==> config.mk <==
export PLATFORM = sky130hd
export DESIGN_NAME = serial_alu_host
export DESIGN_NICKNAME = d
export VERILOG_FILES = /design/src/rtl/serial_alu_host.sv
export SDC_FILE = /design/constraint.sdc
export NUM_CORES = 1
export LEC_CHECK = 0
export ABC_CLOCK_PERIOD_IN_PS = 3500
export CAP_MARGIN = 20
export CORE_MARGIN = 2
export CORE_UTILIZATION = 42
export CTS_BUF_LIST = sky130_fd_sc_hd__clkbuf_4 sky130_fd_sc_hd__clkbuf_8
export CTS_CLUSTER_DIAMETER = 60
export DETAILED_ROUTE_END_ITERATION = 12
export PLACE_DENSITY = 0.65
export SETUP_SLACK_MARGIN = 0.1
export SYNTH_ARGS = -nofsm -noshare
export SYNTH_HDL_FRONTEND = slang
export SYNTH_HIERARCHICAL = 1
export SYNTH_SLANG_ARGS = --single-unit
==> constraint.sdc <==
create_clock -name clock -period 3.5 [get_ports clock]
set_input_delay 0.7 -clock clock [delete_from_list [all_inputs] [get_ports clock]]
set_output_delay 0.7 -clock clock [all_outputs]
set_load 0.005 [all_outputs]
==> src/rtl/serial_alu_host.sv <==
// Front end for serial_alu: issues tagged ops and returns results in issue order, one cycle after alu_dout_vld.
// Requests stall on a busy issue register or when all DEPTH result slots are reserved. res_rdy never stalls the ALU.

module serial_alu_host_fifo #(
  parameter int WIDTH = 8,
  parameter int DEPTH = 2
) (
  input  logic             clock,
  input  logic             reset,
  input  logic             push_i,
  input  logic [WIDTH-1:0] wdata_i,
  input  logic             pop_i,
  output logic [WIDTH-1:0] rdata_o,
  output logic             empty_o
);
  localparam int AW = (DEPTH > 1) ? $clog2(DEPTH) : 1;
  localparam int CW = $clog2(DEPTH + 1);

  logic [WIDTH-1:0] mem_q [DEPTH];
  logic [AW-1:0]    wptr_q, wptr_d, rptr_q, rptr_d;
  logic [CW-1:0]    count_q, count_d;
  logic             full, do_push, do_pop;

  assign empty_o = (count_q == '0);
  assign full    = (count_q == CW'(DEPTH));
  assign do_pop  = pop_i && !empty_o;
  assign do_push = push_i && (!full || do_pop);
  assign rdata_o = mem_q[rptr_q];

  always_comb begin
    wptr_d  = do_push ? wptr_q + AW'(1) : wptr_q;
    rptr_d  = do_pop ? rptr_q + AW'(1) : rptr_q;
    count_d = count_q + CW'(do_push) - CW'(do_pop);
  end

  always_ff @(posedge clock) begin
    if (reset) begin
      wptr_q  <= '0;
      rptr_q  <= '0;
      count_q <= '0;
    end else begin
      wptr_q  <= wptr_d;
      rptr_q  <= rptr_d;
      count_q <= count_d;
    end
  end

  always_ff @(posedge clock) begin
    if (do_push) mem_q[wptr_q] <= wdata_i;
  end

  overflow_a: assert property (@(posedge clock) disable iff (reset) !(push_i && full));
endmodule

module serial_alu_host #(
  parameter int DEPTH   = 4,
  parameter int TAGW    = 4,
  parameter int TIMEOUT = 15
) (
  input  logic            clock,
  input  logic            reset,
  input  logic [7:0]      req_di1,
  input  logic [7:0]      req_di2,
  input  logic [1:0]      req_fun,
  input  logic [TAGW-1:0] req_tag,
  input  logic            req_vld,
  output logic            req_rdy,
  output logic [7:0]      alu_di1,
  output logic [7:0]      alu_di2,
  output logic [1:0]      alu_fun,
  output logic            alu_vld,
  input  logic            alu_rdy,
  input  logic [7:0]      alu_dout,
  input  logic            alu_dout_vld,
  output logic [7:0]      res_dat,
  output logic [1:0]      res_fun,
  output logic [TAGW-1:0] res_tag,
  output logic            res_vld,
  input  logic            res_rdy,
  output logic            busy,
  output logic            err_spurious,
  output logic            err_timeout
);
  typedef struct packed { logic [TAGW-1:0] tag; logic [1:0] fun; } inflight_t;
  typedef struct packed { logic [7:0] dat; logic [1:0] fun; logic [TAGW-1:0] tag; } result_t;

  localparam int CW = $clog2(DEPTH + 1);
  localparam int WW = $clog2(TIMEOUT);

  logic [CW-1:0]   reserved_q, reserved_d;
  logic            alu_vld_q, alu_vld_d;
  logic [7:0]      alu_di1_q, alu_di1_d, alu_di2_q, alu_di2_d;
  logic [1:0]      alu_fun_q, alu_fun_d;
  logic [TAGW-1:0] alu_tag_q, alu_tag_d;
  logic [WW-1:0]   wd_q, wd_d;
  logic            err_spurious_q, err_spurious_d, err_timeout_q, err_timeout_d;
  logic            req_acc, res_pop, alu_acc, fl_empty, fl_pop, res_empty;
  inflight_t       fl_push_dat, fl_head;
  result_t         res_push_dat, res_head;

  // Depends only on registered state and alu_rdy, never on res_rdy.
  assign req_rdy = !reset && (!alu_vld_q || alu_rdy) && (reserved_q < CW'(DEPTH));
  assign req_acc = req_vld && req_rdy;
  assign alu_acc = alu_vld_q && alu_rdy;
  assign res_vld = !res_empty;
  assign res_pop = res_vld && res_rdy;
  assign fl_pop  = alu_dout_vld && !fl_empty;

  assign fl_push_dat  = '{tag: alu_tag_q, fun: alu_fun_q};
  assign res_push_dat = '{dat: alu_dout, fun: fl_head.fun, tag: fl_head.tag};

  serial_alu_host_fifo #(.WIDTH($bits(inflight_t)), .DEPTH(2)) u_inflight (
    .clock   (clock),
    .reset   (reset),
    .push_i  (alu_acc),
    .wdata_i (fl_push_dat),
    .pop_i   (fl_pop),
    .rdata_o (fl_head),
    .empty_o (fl_empty)
  );

  serial_alu_host_fifo #(.WIDTH($bits(result_t)), .DEPTH(DEPTH)) u_result (
    .clock   (clock),
    .reset   (reset),
    .push_i  (fl_pop),
    .wdata_i (res_push_dat),
    .pop_i   (res_pop),
    .rdata_o (res_head),
    .empty_o (res_empty)
  );

  always_comb begin
    reserved_d = reserved_q + CW'(req_acc) - CW'(res_pop);
    alu_vld_d  = alu_vld_q;
    alu_di1_d  = alu_di1_q;
    alu_di2_d  = alu_di2_q;
    alu_fun_d  = alu_fun_q;
    alu_tag_d  = alu_tag_q;
    if (req_acc) begin
      alu_vld_d = 1'b1;
      alu_di1_d = req_di1;
      alu_di2_d = req_di2;
      alu_fun_d = req_fun;
      alu_tag_d = req_tag;
    end else if (alu_acc) begin
      alu_vld_d = 1'b0;
    end
    // Watchdog saturates at its threshold so it cannot wrap while an op is stuck.
    if (fl_empty || alu_dout_vld) wd_d = '0;
    else if (wd_q != WW'(TIMEOUT - 1)) wd_d = wd_q + WW'(1);
    else wd_d = wd_q;
    err_spurious_d = err_spurious_q || (alu_dout_vld && fl_empty);
    err_timeout_d  = err_timeout_q || (!fl_empty && !alu_dout_vld && (wd_q == WW'(TIMEOUT - 1)));
  end

  always_ff @(posedge clock) begin
    if (reset) begin
      reserved_q     <= '0;
      alu_vld_q      <= 1'b0;
      alu_di1_q      <= '0;
      alu_di2_q      <= '0;
      alu_fun_q      <= '0;
      alu_tag_q      <= '0;
      wd_q           <= '0;
      err_spurious_q <= 1'b0;
      err_timeout_q  <= 1'b0;
    end else begin
      reserved_q     <= reserved_d;
      alu_vld_q      <= alu_vld_d;
      alu_di1_q      <= alu_di1_d;
      alu_di2_q      <= alu_di2_d;
      alu_fun_q      <= alu_fun_d;
      alu_tag_q      <= alu_tag_d;
      wd_q           <= wd_d;
      err_spurious_q <= err_spurious_d;
      err_timeout_q  <= err_timeout_d;
    end
  end

  assign alu_vld      = alu_vld_q;
  assign alu_di1      = alu_di1_q;
  assign alu_di2      = alu_di2_q;
  assign alu_fun      = alu_fun_q;
  assign res_dat      = res_head.dat;
  assign res_fun      = res_head.fun;
  assign res_tag      = res_head.tag;
  assign busy         = (reserved_q != '0);
  assign err_spurious = err_spurious_q;
  assign err_timeout  = err_timeout_q;
endmodule

==> impl_metrics.yaml <==
critical_path:
  endpoint_kind: "output pin"
  crit_required_ns: 2.80
  cp_max_fo: 14
  path_class: "reg -> out"
  startpoint_type: "register"
  r2r-start: "u_result/count_q[2]$_SDFF_PP0_"
  worstPathArrival_ns: 2.08
timing:
  layout_min_cycle_time_ns: 2.78
  tns_ns: 0
  finalHoldViolCount: 0
  fmax_ghz: 0.360
  rsz0062_at_grt: "false"
  fin_skew_ns: 0.00839
  setup_viol_count_final: 0
  min_period_over_period_pct: 79.3
  slew_headroom_pct: 52.8
  worst_pin_slew_ns: 0.707
  drv_slew: 0
yosys:
  synthMostInstantiatedCell: "edfxtp_1"
  synth_area_sq_mm: 0.00456
  synth-seq-cells: 114
  synth_common_cells: "68 x edfxtp_1, 46 x dfxtp_1, 26 x a21oi_1"
  ys_seq_area_share_pct: 65.0
  synth_edf_count: 68
  netlist.area_leader.share_pct: 44.8
  ys.flop_type: "edfxtp_1"
  postSynthCellCount: 319
  yosysWarnings: 6
  yosys-top-cells-area: "edfxtp_1 45%, dfxtp_1 20%, mux4_2 6.9%"
  syn_nets: 369
  avgSynthCellArea_sq_um: 14.3
  ys_types: 37
  synthArstFlopShare_pct: 0
  yosysTopAreaCell: "edfxtp_1"
clock_tree:
  cts.htree.levels: 4
  holdBufCountCts: 0
  cts_resized: 0
  root_buffer: "clkbuf_8"
  cts_num_sinks: 114
  path_clk_slew_ns: 0.07
  cts_setup_buffers: 0
  insertion_delay_ns: 0.41
  cts_made_buffers: 17
  cts_tree: "yes"
  cts_buffer_depth: 2
routing:
  drtIter0Drc: 67
  dr_total_vias: 2691
  drt_pass1_iterations: 4
  ant_nets: 0
  detail_route.vias_per_cell: 4.83
  drc: 0
  totalWireLength_um: 7890
  wl_per_cell_um: 14.2
finish:
  area_growth_pct: 27.4
  fill_cells: 927
  layout.nets: 454
  fin_cells: 557
  layout-drive-gt1-share_pct: 16.3
  diodes: 0
placed_design:
  port_buffers: 73
  place_inst: 525
  gp_congestion: 0.730
  post-dp-hpwl_um: 4990
die:
  fp-row-count: 38
  num_io_pins: 74
  core_area_sq_mm: 0.0107
  die_h_um: 108
  die_area_sq_mm: 0.0117
  fp.dieW_um: 108
  initial_utilization_pct: 42.6
grt:
  grt_pass1_wl_um: 12900
  antenna_found_initial: 0
  grt_pass1_vias: 2752
  grt_util_all_layers_pct: 14.9
  grt-ovfl-total: 0
  grt_max_degree: 46
status:
  status: "finished, final reports clean"
flow_run:
  max-cap-violations: 0
power:
  switching_power_uw: 731
  powerDensity_mw_per_mm2: 522
  ir_drop_mv: 0.253
  share_comb_of_total_power_pct: 13.1
  power_frac_clock_pct: 35.7
  intPower_uw: 2300
  leakage_uw: 0.00203
  seq_power_share_pct: 51.2
  p_sw_share_pct: 24.1
worst_hold_path:
  hp-start: "alu_tag_q[3]$_SDFFE_PP0P_"
  hold_class: "reg -> reg"
## cell families (layout without fill, tap and decap cells)
kind of cell | count (synthesis) | in the layout | share of synthesized area [%]
mux | 23 | 23 | 9.27
buf+inv | 33 | 131 | 3.15
fa+ha+maj | 14 | 14 | 4.17
flops | 114 | 114 | 65.0
xor+xnor | 9 | 9 | 1.73
simple gates | 69 | 69 | 9.66
compound gates | 57 | 57 | 7.05
## metrics by stage
stage | utilization (%) | area (sq um) | hold slack (ns) | total power (uW) | setup slack, ns
finish | 54.3 | 5810 | 0.450 | 3040 | 0.723
detailed placement | 51.0 | 5450 | 0.435 | 1980 | 0.410
global route | 54.3 | 5810 | 0.456 | 3190 | 0.602
CTS | 54.3 | 5810 | 0.451 | 3080 | 0.654
global placement | 51.0 | 5450 | 0.431 | 1980 | 0.480
floorplan | - | 4560 | 0.419 | 1780 | 0.852
## registers in the layout, indices dropped and copies added, names as in the netlist, named ones only
name                cells
alu_di1                 8
alu_di2                 8
alu_fun                 2
alu_tag_q               4
alu_vld                 1
err_spurious            1
err_timeout             1
reserved_q              3
u_inflight/count_q      2
u_inflight/mem_q       12
u_inflight/rptr_q       1
u_inflight/wptr_q       1
u_result/count_q        3
u_result/mem_q         56
u_result/rptr_q         2
u_result/wptr_q         2
wd_q                    4
## final timing paths
path                                       to  slack (ns)  depth (start not counted)
min          u_inflight/mem_q[0][5]$_DFFE_PP_        0.45                          0
min reg2reg  u_inflight/mem_q[0][5]$_DFFE_PP_        0.45                          0
max                                res_fun[0]        0.72                          2
max reg2reg    u_result/count_q[2]$_SDFF_PP0_        0.94                         11
## per-layer routing
layer	vias to the layer above	part of all wire, %	track usage [%]
li1	1345	-	-
met1	1265	43	16.7
met2	79	48	24.3
met3	2	8.7	7.90
met4	0	0.24	5.22
met5	-	0	0
## layout by cell type (no fill, tap or decap), types with 6 or more instances in the layout
cell type / n
mux4_2: 14
o21ai_0: 19
inv_1: 15
a21oi_1: 26
ha_1: 12
buf_4: 9
clkbuf_8: 17
dfxtp_1: 46
edfxtp_1: 68
clkdlybuf4s50_1: 73
mux2_2: 6
nor2b_1: 7
xnor2_1: 7
or3b_1: 22
nor2_1: 19
## worst max-delay path: stages (launching register included)
cell and delay (ns):
dfxtp_1 0.78, mux4_2 0.43, clkdlybuf4s50_1 0.46
## area by class of cell
cell class                 count  area, sq um  share of cell area (%)
clock inverter                14          116                    2.00
multi-input combinational    172         1450                    25.0
clock buffer                  18          241                    4.16
tap                          140          175                    3.01
sequential                   114         2960                    51.0
timing repair buffer          82          798                    13.7
inverter                      17         63.8                    1.10
## power groups by stage
stage | clock, uW | combinational (uW) | sequential [uW]
after floorplan | 0 | 206 | 1580
after global placement | 0 | 395 | 1580
after detailed placement | 0 | 400 | 1580
after CTS | 1120 | 404 | 1560
after global routing | 1180 | 446 | 1570
final | 1080 | 396 | 1550
(Power assumes the default switching activity.)
